**config.mk**
```make
export PLATFORM = sky130hd
export DESIGN_NAME = iir_inv_filter
export DESIGN_NICKNAME = d
export VERILOG_FILES = /design/src/rtl/iir_inv_filter_pkg.sv /design/src/rtl/iir_inv_filter_bw_pp_row.sv /design/src/rtl/iir_inv_filter.sv
export SDC_FILE = /design/constraint.sdc
export NUM_CORES = 1
export LEC_CHECK = 0
export CAP_MARGIN = 20
export CORE_ASPECT_RATIO = 1.25
export CORE_MARGIN = 2
export CORE_UTILIZATION = 50
export DETAILED_ROUTE_END_ITERATION = 10
export PLACE_DENSITY = 0.73
export SETUP_SLACK_MARGIN = 0.05
export SLEW_MARGIN = 15
export SYNTH_ARGS = -nofsm -noshare
export SYNTH_HDL_FRONTEND = slang
export SYNTH_SLANG_ARGS = --single-unit
```
**constraint.sdc**
```tcl
create_clock -name clk -period 6.75 [get_ports clk]
set_input_delay 1.35 -clock clk [delete_from_list [all_inputs] [get_ports clk]]
set_output_delay 1.35 -clock clk [all_outputs]
set_load 0.005 [all_outputs]
```
**src/rtl/iir_inv_filter_pkg.sv**
```systemverilog
// Shared definitions for the IIR filter pair (IIR_filter / iir_inv_filter).
// Holds the FSM state encoding, data and accumulator widths, and the
// Baugh-Wooley correction constant for a DATA_W x DATA_W signed product.
package iir_inv_filter_pkg;

    localparam int unsigned DATA_W = 4;
    localparam int unsigned ACC_W  = 8;
    localparam int unsigned ROW_W  = $clog2(DATA_W);

    typedef enum logic [1:0] {
        IDLE,
        MUL,
        OUT
    } state_t;

    // Restores the weight removed by the inverted sign-row bits:
    // 2^DATA_W + 2^(2*DATA_W-1).
    localparam logic [ACC_W-1:0] BW_CORR = ACC_W'((1 << DATA_W) + (1 << (2 * DATA_W - 1)));

endpackage

```
**src/rtl/iir_inv_filter_bw_pp_row.sv**
```systemverilog
// bw_pp_row: one Baugh-Wooley partial-product row, purely combinational.
// Ports:
//   mcand [DATA_W-1:0]  signed multiplicand
//   mbit                multiplier bit selected for this row
//   row   [ROW_W-1:0]   row index (multiplier bit position)
//   pp    [ACC_W-1:0]   row shifted into place, sign-row bits inverted
module bw_pp_row
    import iir_inv_filter_pkg::*;
(
    input  logic [DATA_W-1:0] mcand,
    input  logic              mbit,
    input  logic [ROW_W-1:0]  row,
    output logic [ACC_W-1:0]  pp
);

    logic [DATA_W-1:0] bits;
    logic              sign_row;

    always_comb begin
        bits     = '0;
        sign_row = (row == ROW_W'(DATA_W - 1));
        // Invert a bit when exactly one of its factors is a sign bit;
        // the sign x sign term keeps its positive weight.
        for (int unsigned j = 0; j < DATA_W; j++) begin
            bits[j] = (mcand[j] & mbit) ^ (sign_row ^ (j == DATA_W - 1));
        end
        pp = ACC_W'(bits) << row;
    end

endmodule

```
**src/rtl/iir_inv_filter.sv**
```systemverilog
// iir_inv_filter: inverts IIR_filter, recovering x[n] = y[n] - (a*y[n-1])[3:0].
// The product is built serially, one Baugh-Wooley row per cycle.
// Ports:
//   clk, rst (async, active-high)
//   in_valid/in_ready   input handshake for y_in, a, in_first
//   y_in  [3:0]         filtered sample y[n]
//   a     [3:0]         feedback coefficient
//   in_first            first sample of a stream (history treated as zero)
//   out_valid/out_ready output handshake for x_out
//   x_out [3:0]         recovered sample x[n]
module iir_inv_filter
    import iir_inv_filter_pkg::*;
(
    input  logic              clk,
    input  logic              rst,
    input  logic              in_valid,
    output logic              in_ready,
    input  logic [DATA_W-1:0] y_in,
    input  logic [DATA_W-1:0] a,
    input  logic              in_first,
    output logic              out_valid,
    input  logic              out_ready,
    output logic [DATA_W-1:0] x_out
);

    state_t            state, state_next;
    logic [DATA_W-1:0] y_lat, a_lat, mcand, y_prev;
    logic [ACC_W-1:0]  acc, pp, acc_sum;
    logic [ROW_W-1:0]  row;
    logic              last_row;

    assign in_ready  = (state == IDLE);
    assign out_valid = (state == OUT);
    assign last_row  = (row == ROW_W'(DATA_W - 1));

    bw_pp_row u_row (
        .mcand (mcand),
        .mbit  (a_lat[row]),
        .row   (row),
        .pp    (pp)
    );

    // Correction constant folds in with the final row.
    assign acc_sum = acc + pp + (last_row ? BW_CORR : '0);

    always_ff @(posedge clk or posedge rst) begin
        if (rst) state <= IDLE;
        else     state <= state_next;
    end

    always_comb begin
        state_next = state;
        case (state)
            IDLE:    if (in_valid)  state_next = MUL;
            MUL:     if (last_row)  state_next = OUT;
            OUT:     if (out_ready) state_next = IDLE;
            default:                state_next = IDLE;
        endcase
    end

    always_ff @(posedge clk or posedge rst) begin
        if (rst) begin
            y_lat  <= '0;
            a_lat  <= '0;
            mcand  <= '0;
            y_prev <= '0;
            acc    <= '0;
            row    <= '0;
            x_out  <= '0;
        end else begin
            case (state)
                IDLE: begin
                    if (in_valid) begin
                        y_lat <= y_in;
                        a_lat <= a;
                        mcand <= in_first ? '0 : y_prev;
                        acc   <= '0;
                        row   <= '0;
                    end
                end
                MUL: begin
                    acc <= acc_sum;
                    row <= row + ROW_W'(1);
                    if (last_row) begin
                        x_out  <= y_lat - acc_sum[DATA_W-1:0];
                        y_prev <= y_lat;
                    end
                end
                default: ;
            endcase
        end
    end

endmodule

```
==> metrics.log <==
INFO  metric setup-violations-final = 0
INFO  metric synth-seq-area-share = 43.5%
INFO  metric proportion_of_layout_cells_with_a_drive_suffix_above_1 = 12.3%
INFO  metric syn_area_per_cell = 9.99 um2
INFO  metric largest_family_of_logic_cells_by_synthesized_area = compound AO/OA/AOI/OAI gates
INFO  metric num_antenna_cells = 0
INFO  metric drcViolationCount = 0
INFO  metric die_height = 67.4 um
INFO  metric worstReg2RegEnd = acc[3]
INFO  metric synth_edf_count = 0
INFO  metric start_util = 51.3%
INFO  metric reg2reg_depth = 12
INFO  metric synth_warnings = 0
INFO  metric worst_ir_drop_vdd = 0.000371 V
INFO  metric area_delta_synth_final = 18.9%
INFO  metric critical_path_arrival = 3.95 ns
INFO  metric post_route_clock_period_utilization = 56.1%
INFO  metric die-area = 0.00369 mm2
INFO  metric die_x = 54.7 um
INFO  metric timing_max_transition_violations_final = 0
INFO  metric grt_start_max_net_pins = 29
INFO  metric synth.cell_area = 0.00161 mm2
INFO  metric routabilityCongestion = 0.899
INFO  metric synth_compound_area_share = 16.0%
INFO  metric clock_sinks = 28
INFO  metric r2r_slack = 2.96 ns
INFO  metric drt-initial-drc-count = 32
INFO  metric end_kind = flop
INFO  metric syn-instance-count = 161
INFO  metric postRouteAntennaNets = 0
INFO  metric htree_num_levels = 1
INFO  metric synth-main-ff-cell = sky130_fd_sc_hd__dfrtp_1
INFO  metric sequential_cell_area = 701 um2
INFO  metric drt_pre_antenna_iters = 4
INFO  metric clock_tree_from_tritoncts = yes
INFO  metric synth.top_cells.by_area = sky130_fd_sc_hd__dfrtp_1 44%, sky130_fd_sc_hd__mux2_2 7.7%, sky130_fd_sc_hd__ha_1 6.2%
INFO  metric power.static_leakage = 0.859 nW
INFO  metric setup.worst_path.class = flop to flop
INFO  metric rows = 23
INFO  metric synth_simple_gate_area_share = 12.6%
INFO  metric run_status = complete, no violations
INFO  metric finalNetCount = 203
INFO  metric synth.net_count = 184
INFO  metric netlist.area_leader.share = 43.5%
INFO  metric postCtsSetupRepairBufs = 0
INFO  metric cts_hold_buffers = 0
INFO  metric rsz0062_at_grt = no
INFO  metric synth_top_cell_by_area = sky130_fd_sc_hd__dfrtp_1
INFO  metric post_synth_num_cell_types = 33
INFO  metric wl_per_cell = 15.0 um
INFO  metric synth_xor_area_share = 5.99%
INFO  metric postSynth.asyncResetShare = 100%
INFO  metric worstSkewPairLatency = 0.27 ns
INFO  metric viasPerCell = 5.46
INFO  metric grt_first_pass_wirelength = 5410 um
INFO  metric arithmetic_cell_share_of_the_synthesized_area_counting_full_adders_half_adders_and_majority_gates = 8.71%
INFO  metric ctsRootBufferMaster = sky130_fd_sc_hd__clkbuf_8
INFO  metric port-buffer-count = 18
INFO  metric cts-buffers-inserted = 3
INFO  metric clock_tree.buffer_depth = 2
INFO  metric critPathMaxFanout = 13
INFO  metric first_global_vias = 1208
INFO  metric number_of_max_cap_violations = 0
INFO  metric post_cts_resize_count = 0
INFO  metric regToRegStartpoint = row[1]
INFO  metric worstPathRequired = 6.91 ns
INFO  metric critPathLaunch = row[1]
INFO  metric clkTransAtPathRegs = 0.09 ns
INFO  metric clock_tree_skew_after_final_layout = 0.00387 ns
INFO  metric multi_input_comb_area = 846 um2
INFO  metric slew_at_the_pin_with_the_worst_max_slew_slack = 0.600 ns
INFO  metric synth.mux.area_fraction = 9.25%
INFO  metric finalWirelength = 3240 um
INFO  metric routed-via-count = 1180
INFO  metric ys_ff_latch = 28
INFO  metric finalHoldViolations = 0
INFO  metric totalNegativeSetupSlack = 0 ns
INFO  metric grt_antenna_before_repair = 0
INFO  metric io_pins = 19
INFO  metric min-delay-path-class = flop to flop
INFO  metric layout.core_utilization = 61.0%
INFO  metric max_freq = 0.264 GHz
INFO  metric nFillCells = 267
INFO  metric slew_headroom = 59.9%
INFO  metric crit_path_end = acc[3]
INFO  metric grt_usage = 20.8%
INFO  metric cellPowerDensity = 533 mW/mm2
INFO  metric core_area = 0.00314 mm2
INFO  metric final.hold.worst_slack = 0.498 ns
INFO  metric finalWorstPathRequiredPeriod = 3.79 ns
INFO  metric kind_of_start_point_of_the_critical_path = flop
INFO  metric grt_overflow_total = 0
INFO  metric hpwl = 2370 um
## registers in the layout (all words and copies together) (netlist names)
register,count
a_lat,4
acc,4
mcand,4
x_out,4
y_lat,4
y_prev,4
row,2
state,2
## synth_stat cells (3+ instances only)
cell and count:
sky130_fd_sc_hd__dfrtp_1 28, sky130_fd_sc_hd__nand2_1 24, sky130_fd_sc_hd__o21ai_0 14, sky130_fd_sc_hd__inv_1 11
sky130_fd_sc_hd__mux2_2 11, sky130_fd_sc_hd__nor2_1 9, sky130_fd_sc_hd__xnor2_1 9, sky130_fd_sc_hd__ha_1 8
sky130_fd_sc_hd__nand2b_1 6, sky130_fd_sc_hd__a21oi_1 5, sky130_fd_sc_hd__a31oi_1 3, sky130_fd_sc_hd__clkbuf_1 3
sky130_fd_sc_hd__nor3_1 3
## critical path, stage by stage (launching register included)
cell                       delay [ns]
sky130_fd_sc_hd__dfrtp_1         0.61
sky130_fd_sc_hd__mux2_2          0.41
sky130_fd_sc_hd__a32o_2          0.28
sky130_fd_sc_hd__xnor2_1         0.15
sky130_fd_sc_hd__nor2_1          0.06
sky130_fd_sc_hd__ha_1            0.30
sky130_fd_sc_hd__ha_1            0.22
sky130_fd_sc_hd__fa_1            0.42
sky130_fd_sc_hd__xor2_1          0.37
sky130_fd_sc_hd__xnor2_1         0.16
sky130_fd_sc_hd__a221o_1         0.38
sky130_fd_sc_hd__a221oi_2        0.24
sky130_fd_sc_hd__a211oi_2        0.07
## cell type report
type                       instances  share of cell area, %
multi-input combinational        117                   44.2
inverter                          11                   2.16
sequential                        28                   36.6
tap                               37                   2.42
clock buffer                       3                   2.16
clock inverter                     1                   1.57
timing repair buffer              19                   10.9
## how the worst min path moves through the flow
stage                         from  slack (ns)  cells after the start        to
after floorplan           mcand[3]        0.45                      2  mcand[3]
after global placement    x_out[1]        0.47                      2  x_out[1]
final                     x_out[1]        0.50                      2  x_out[1]
after detailed placement  x_out[1]        0.48                      2  x_out[1]
after global routing      y_lat[0]        0.53                      1  y_lat[0]
after CTS                 x_out[1]        0.50                      2  x_out[1]
## layout by cell type (no fill, tap or decap), drive strengths merged, types with 3 or more instances in the layout
| cell | instances |
|---|---|
| nor3 | 3 |
| nand2 | 24 |
| nand2b | 6 |
| mux2 | 12 |
| inv | 10 |
| ha | 8 |
| xnor2 | 9 |
| clkbuf | 3 |
| a21oi | 5 |
| nor2 | 9 |
| a31oi | 4 |
| o21ai | 16 |
| dfrtp | 28 |
| clkdlybuf4s50 | 18 |
## where the power goes
part	switching, W	internal, W	total [W]
combinational	0.000288	0.000281	0.000569
sequential	0.0000754	0.000244	0.000319
clock	0.0000520	0.0000794	0.000131
total	0.000416	0.000604	0.00102
## cells by family (layout without fill, tap and decap cells)
family | Yosys count | after routing
buffers and inverters | 16 | 34
xor gates and xnor gates | 11 | 11
DFF | 28 | 28
and+or+nand+nor | 46 | 46
muxes | 13 | 13
AOI/OAI and AO/OA | 37 | 37
adders and majority gates | 10 | 10
## layer usage
layer / vias up / GRT usage, % / wire length, um
li1: 590 / - / -
met5: - / 0 / 0
met4: 0 / 10.6 / 63
met1: 558 / 26.8 / 1430
met3: 6 / 3.32 / 109
met2: 26 / 33.2 / 1630
## through the flow
stage	instances	setup WS, ns	cell area, um2	total power (W)
final	216	2.96	1910	0.00102
after floorplan	161	3.51	1610	0.000746
after global placement	211	3.23	1810	0.000868
after CTS	215	3.02	1890	0.00102
after detailed placement	211	3.08	1810	0.000885
after global routing	216	2.78	1910	0.00111
Power figures use the tool's default switching activity.
